$ cat src/rtl/seg7_scan_arbiter.sv
// Scan controller for the 8-digit common-anode display, shared between debug and MMIO sources.
// Each frame starts from a one-cycle snapshot, so a frame never mixes two values.
module seg7_scan_arbiter #(
  parameter int DIGIT_CYCLES = 4,
  parameter int BLANK_CYCLES = 1
) (
  input  logic        clk_7seg,
  input  logic        Rst,
  input  logic        en,
  input  logic        dbg_req,
  input  logic [31:0] dbg_data,
  input  logic [31:0] mmio_data,
  input  logic        lz_en,
  output logic [7:0]  an,
  output logic [6:0]  sev_out,
  output logic        cur_src,
  output logic        frame_done
);

  localparam int DW = (DIGIT_CYCLES > 1) ? $clog2(DIGIT_CYCLES) : 1;
  localparam logic [DW-1:0] LAST_DWELL = DW'(DIGIT_CYCLES - 1);
  localparam logic [DW-1:0] ONE_DWELL  = DW'(1);
  localparam logic [DW-1:0] ZERO_DWELL = DW'(0);

  typedef enum logic {
    SNAP = 1'b0,
    SCAN = 1'b1
  } state_t;

  state_t         state_r, state_s;
  logic [2:0]     digit_r, digit_s;
  logic [DW-1:0]  dwell_r, dwell_s;
  logic [31:0]    snap_r, snap_s;
  logic [7:0]     mask_r, mask_s;
  logic           src_s;
  logic           lit_s;
  logic [7:0]     an_s;
  logic [6:0]     sev_s;
  logic           done_s;
  logic [31:0]    sel_s;

  function automatic logic [6:0] seg_decode(input logic [3:0] nib);
    logic [6:0] seg;
    case (nib)
      4'h0: seg = 7'b0000001;
      4'h1: seg = 7'b1001111;
      4'h2: seg = 7'b0010010;
      4'h3: seg = 7'b0000110;
      4'h4: seg = 7'b1001100;
      4'h5: seg = 7'b0100100;
      4'h6: seg = 7'b0100000;
      4'h7: seg = 7'b0001111;
      4'h8: seg = 7'b0000000;
      4'h9: seg = 7'b0000100;
      4'hA: seg = 7'b0001000;
      4'hB: seg = 7'b1100000;
      4'hC: seg = 7'b0110001;
      4'hD: seg = 7'b1000010;
      4'hE: seg = 7'b0110000;
      4'hF: seg = 7'b0111000;
      default: seg = 7'b1111111;
    endcase
    return seg;
  endfunction

  // A digit is kept when it or any higher nibble is nonzero; digit 0 is always kept.
  function automatic logic [7:0] lz_mask(input logic [31:0] value, input logic lz);
    logic [7:0] keep;
    keep[7] = |value[31:28];
    for (int k = 6; k >= 0; k--) begin
      keep[k] = keep[k+1] | (|value[k*4 +: 4]);
    end
    keep[0] = 1'b1;
    return lz ? ~keep : 8'h00;
  endfunction

  // Next phase, snapshot and the output values that belong to that phase.
  always_comb begin
    state_s = state_r;
    digit_s = digit_r;
    dwell_s = dwell_r;
    snap_s  = snap_r;
    mask_s  = mask_r;
    src_s   = cur_src;
    sel_s   = dbg_req ? dbg_data : mmio_data;
    case (state_r)
      SNAP: begin
        if (en) begin
          state_s = SCAN;
          digit_s = 3'd0;
          dwell_s = ZERO_DWELL;
          snap_s  = sel_s;
          mask_s  = lz_mask(sel_s, lz_en);
          src_s   = dbg_req;
        end else begin
          state_s = SNAP;
        end
      end
      SCAN: begin
        if (dwell_r == LAST_DWELL) begin
          dwell_s = ZERO_DWELL;
          if (digit_r == 3'd7) begin
            state_s = SNAP;
            digit_s = 3'd0;
          end else begin
            digit_s = digit_r + 3'd1;
          end
        end else begin
          dwell_s = dwell_r + ONE_DWELL;
        end
      end
      default: begin
        state_s = SNAP;
        digit_s = 3'd0;
        dwell_s = ZERO_DWELL;
      end
    endcase

    lit_s  = (state_s == SCAN) && (int'(dwell_s) >= BLANK_CYCLES);
    an_s   = (lit_s && !mask_s[digit_s]) ? ~(8'd1 << digit_s) : 8'hFF;
    sev_s  = lit_s ? seg_decode(snap_s[{digit_s, 2'b00} +: 4]) : 7'h7F;
    done_s = (state_s == SCAN) && (digit_s == 3'd7) && (dwell_s == LAST_DWELL);
  end

  // Phase registers and display outputs advance together on every edge.
  always_ff @(posedge clk_7seg) begin
    if (Rst) begin
      state_r    <= SNAP;
      digit_r    <= 3'd0;
      dwell_r    <= ZERO_DWELL;
      snap_r     <= 32'd0;
      mask_r     <= 8'h00;
      cur_src    <= 1'b0;
      an         <= 8'hFF;
      sev_out    <= 7'h7F;
      frame_done <= 1'b0;
    end else begin
      state_r    <= state_s;
      digit_r    <= digit_s;
      dwell_r    <= dwell_s;
      snap_r     <= snap_s;
      mask_r     <= mask_s;
      cur_src    <= src_s;
      an         <= an_s;
      sev_out    <= sev_s;
      frame_done <= done_s;
    end
  end

endmodule

$ cat config.mk
export PLATFORM = sky130hd
export DESIGN_NAME = seg7_scan_arbiter
export DESIGN_NICKNAME = d
export VERILOG_FILES = /design/src/rtl/seg7_scan_arbiter.sv
export SDC_FILE = /design/constraint.sdc
export NUM_CORES = 1
export LEC_CHECK = 0
export BUFFER_PORTS_ARGS = -buffer_cell sky130_fd_sc_hd__clkbuf_2
export CAP_MARGIN = 5
export CORE_ASPECT_RATIO = 0.6
export CORE_UTILIZATION = 45
export CTS_CLUSTER_DIAMETER = 80
export DETAILED_ROUTE_END_ITERATION = 16
export HOLD_SLACK_MARGIN = 0.06
export PLACE_DENSITY = 0.8
export SLEW_MARGIN = 0
export SYNTH_ARGS = -nofsm -noshare
export SYNTH_HDL_FRONTEND = slang
export SYNTH_SLANG_ARGS = --single-unit
$ cat constraint.sdc
create_clock -name clk_7seg -period 3.7 [get_ports clk_7seg]
set_input_delay 0.74 -clock clk_7seg [delete_from_list [all_inputs] [get_ports clk_7seg]]
set_output_delay 0.74 -clock clk_7seg [all_outputs]
set_load 0.02 [all_outputs]
==> impl_results.md <==
- Async SR Flop Fraction: 0%
- Worst-path fanout max: 15
- Net Count, Synth: 451
- Fillers: 642
- Final Max Slew Viols: 0
- Setup bufs post-CTS: 0
- Path type of the worst min-delay path: reg2reg
- Layout Skew: 0.00281 ns
- Core Area: 7300 um2
- GR Overflow Total: 0
- CP required: 3.89 ns
- Iteration-0 DRC count of the detailed router: 290
- Setup violators final: 0
- CTS sink cnt: 63
- HPWL after DPL: 7030 um
- Metal3 WL: 786 um
- WL met2: 4010 um
- Synth warn: 0
- Fin crit period: 3.38 ns
- Clock Path Buffers: 2
- Total number of vias: 3151
- Setup TNS: 0 ns
- Unique masters post-synth: 51
- Post-CTS sizing: 0
- Area after detailed placement: 3880 um2
- # diodes: 0
- DRC: 0
- GRT Util Overall: 24.5%
- Static Leakage: 1.81 nW
- CP Capture Type: flop
- Most frequent cells in the layout: clkbuf_2, dfxtp_1, nor2_1, mux2i_1, nand2_1
- WL met1: 4160 um
- Least-Margin Pin Slew: 0.774 ns
- Antenna violations before repair: 0
- Final wirelength: 9100 um
- Sequential area share after synthesis: 37.1%
- CTS tree: built
- Die height: 69.4 um
- PortBufs: 85
- Worst setup SP type: flop
- Root buffer cell: clkbuf_16
- Final Power: 1.95 mW
- Synthesis-to-finish area growth: 24.0%
- Layout Cell Area excl Fill: 4220 um2
- PwrDens: 462 nW/um2
- Initial Utilization: 46.6%
- Post-Layout Cell Count: 563
- DIE WIDTH: 114 um
- Die Footprint: 7920 um2
- Post-synth EDFFs: 0
- Clock buffer count from CTS: 9
- Vias/cell: 5.60
- Number of max-cap violations: 0
- Worst skew pair latency: 0.33 ns
- Fin nets: 532
- Hold_sp: mask_r[0]
- Highest Signal Layer: met4
- Slew margin rel.: 48.0%
- Peak supply drop: 0.370 mV
- Largest net degree at the start of global routing: 49
- Post-Syn Instances: 373
- Mapped Avg Cell Area: 9.12 um2
- Synthesis-stage register bit count: 63
- Worst EP arrival: 3.57 ns
- Share of layout cells above drive strength 1: 30.3%
- RSZ-0062 raised after global routing: false
- TritonRoute pass-1 iters: 7
- Vias in the first global route: 2989
- Routability cong.: 0.921
- FP Rows: 24
- Area of the mapped netlist: 3400 um2
- Global-route wire length before repair: 14700 um
- H-tree depth: 3
- Crit path from: state_r
- Hold buffers post-CTS: 0
- Most common cell after layout, fill and taps aside: clkbuf_2
- Status: completed
- Fmax: 0.296 GHz
- DR WL/cell: 16.2 um
- Clock-pin transition on the worst setup and hold timing paths: 0.05 ns
- Post-DRT Antenna Nets: 0
- Reg-to-reg startpoint: state_r
- Boundary Pins: 86
- Final Hold Fails: 0
- Predominant post-synthesis flop cell: dfxtp_1
- Final worst path period share: 91.3%
- Dpl cells: 547
- Critical path class: reg2reg
## synth_stat cells, types with 3 or more instances
cell      number  share of area (%)
mux2i_1       47                 14
dfxtp_1       63                 37
buf_4          3               0.66
clkbuf_1       9               0.99
o21ai_0       10                1.5
nand4_1        6                1.1
a21oi_1       14                2.1
nand2b_1       3               0.55
buf_2          7                1.0
nor3_1         3               0.44
a211oi_1      12                2.6
inv_1          7               0.77
nand2_1       27                3.0
nor4_1        12                2.2
nand3b_1       3               0.66
buf_6          5                1.7
nand3_1       11                1.6
mux2_2        21                7.0
nor2_1        55                6.1
o221ai_1       3               0.77
o22ai_1        3               0.55
and3_1         3               0.55
a22oi_1        3               0.66
nor2b_1        4               0.74
ha_1           9                3.3
## state kept, by name (all words and copies together), names as in the netlist
name        cells
an              8
cur_src         1
digit_r         3
dwell_r         2
frame_done      1
mask_r          8
sev_out         7
snap_r         32
state_r         1
## logic make-up (layout without fill, tap and decap cells)
kind of cell    Yosys count  after routing  synth area share [%]
compound gates           66             66                  14.2
fa+ha+maj                 9              9                  3.31
buf+inv                  31            117                  5.11
flops                    63             63                  37.1
mux                      69             69                  21.4
simple gates            135            135                  18.8
## cell type report
type | count | area [um2] | area share, %
clock buffer | 11 | 253 | 5.99
clock inverter | 5 | 80.1 | 1.90
inverter | 7 | 26.3 | 0.623
multi-input combinational | 279 | 1970 | 46.8
sequential | 63 | 1260 | 29.9
tap | 104 | 130 | 3.09
timing repair buffer | 94 | 493 | 11.7
## worst paths after layout
kind	to	cells after the start	slack, ns
setup reg to reg	sev_out[6]	12	0.32
hold / removal	mask_r[0]	2	0.44
hold reg to reg	mask_r[0]	2	0.44
setup / recovery	sev_out[6]	12	0.32
## layer usage
metal / GRT usage, % / vias up
met4: 9.24 / 0
met5: 0 / -
li1: - / 1533
met2: 36.2 / 116
met1: 32.2 / 1484
met3: 9.70 / 18
## per-stage QoR
step,hold WS (ns),worst slack (ns),util (%)
after global routing,0.459,0.0985,57.8
final,0.445,0.322,57.8
after CTS,0.451,0.384,57.8
after floorplan,0.418,0.564,-
after detailed placement,0.439,0.204,53.2
after global placement,0.430,0.339,53.2
## where the power goes
part	internal [mW]	switching [mW]
combinational	0.126	0.166
clock	0.624	0.304
sequential	0.713	0.0162
## worst max-delay path, cell delays in order (launching register included)
cell      delay, ns
dfxtp_1        0.70
mux2i_1        0.26
a21oi_2        0.53
nand2_1        0.25
o32ai_1        0.28
a21oi_1        0.07
o31ai_1        0.22
inv_1          0.21
ha_1           0.30
nor2_1         0.10
o21ai_0        0.10
a21oi_1        0.14
a311oi_1       0.07
No activity file was read; power rests on OpenSTA's default activity.
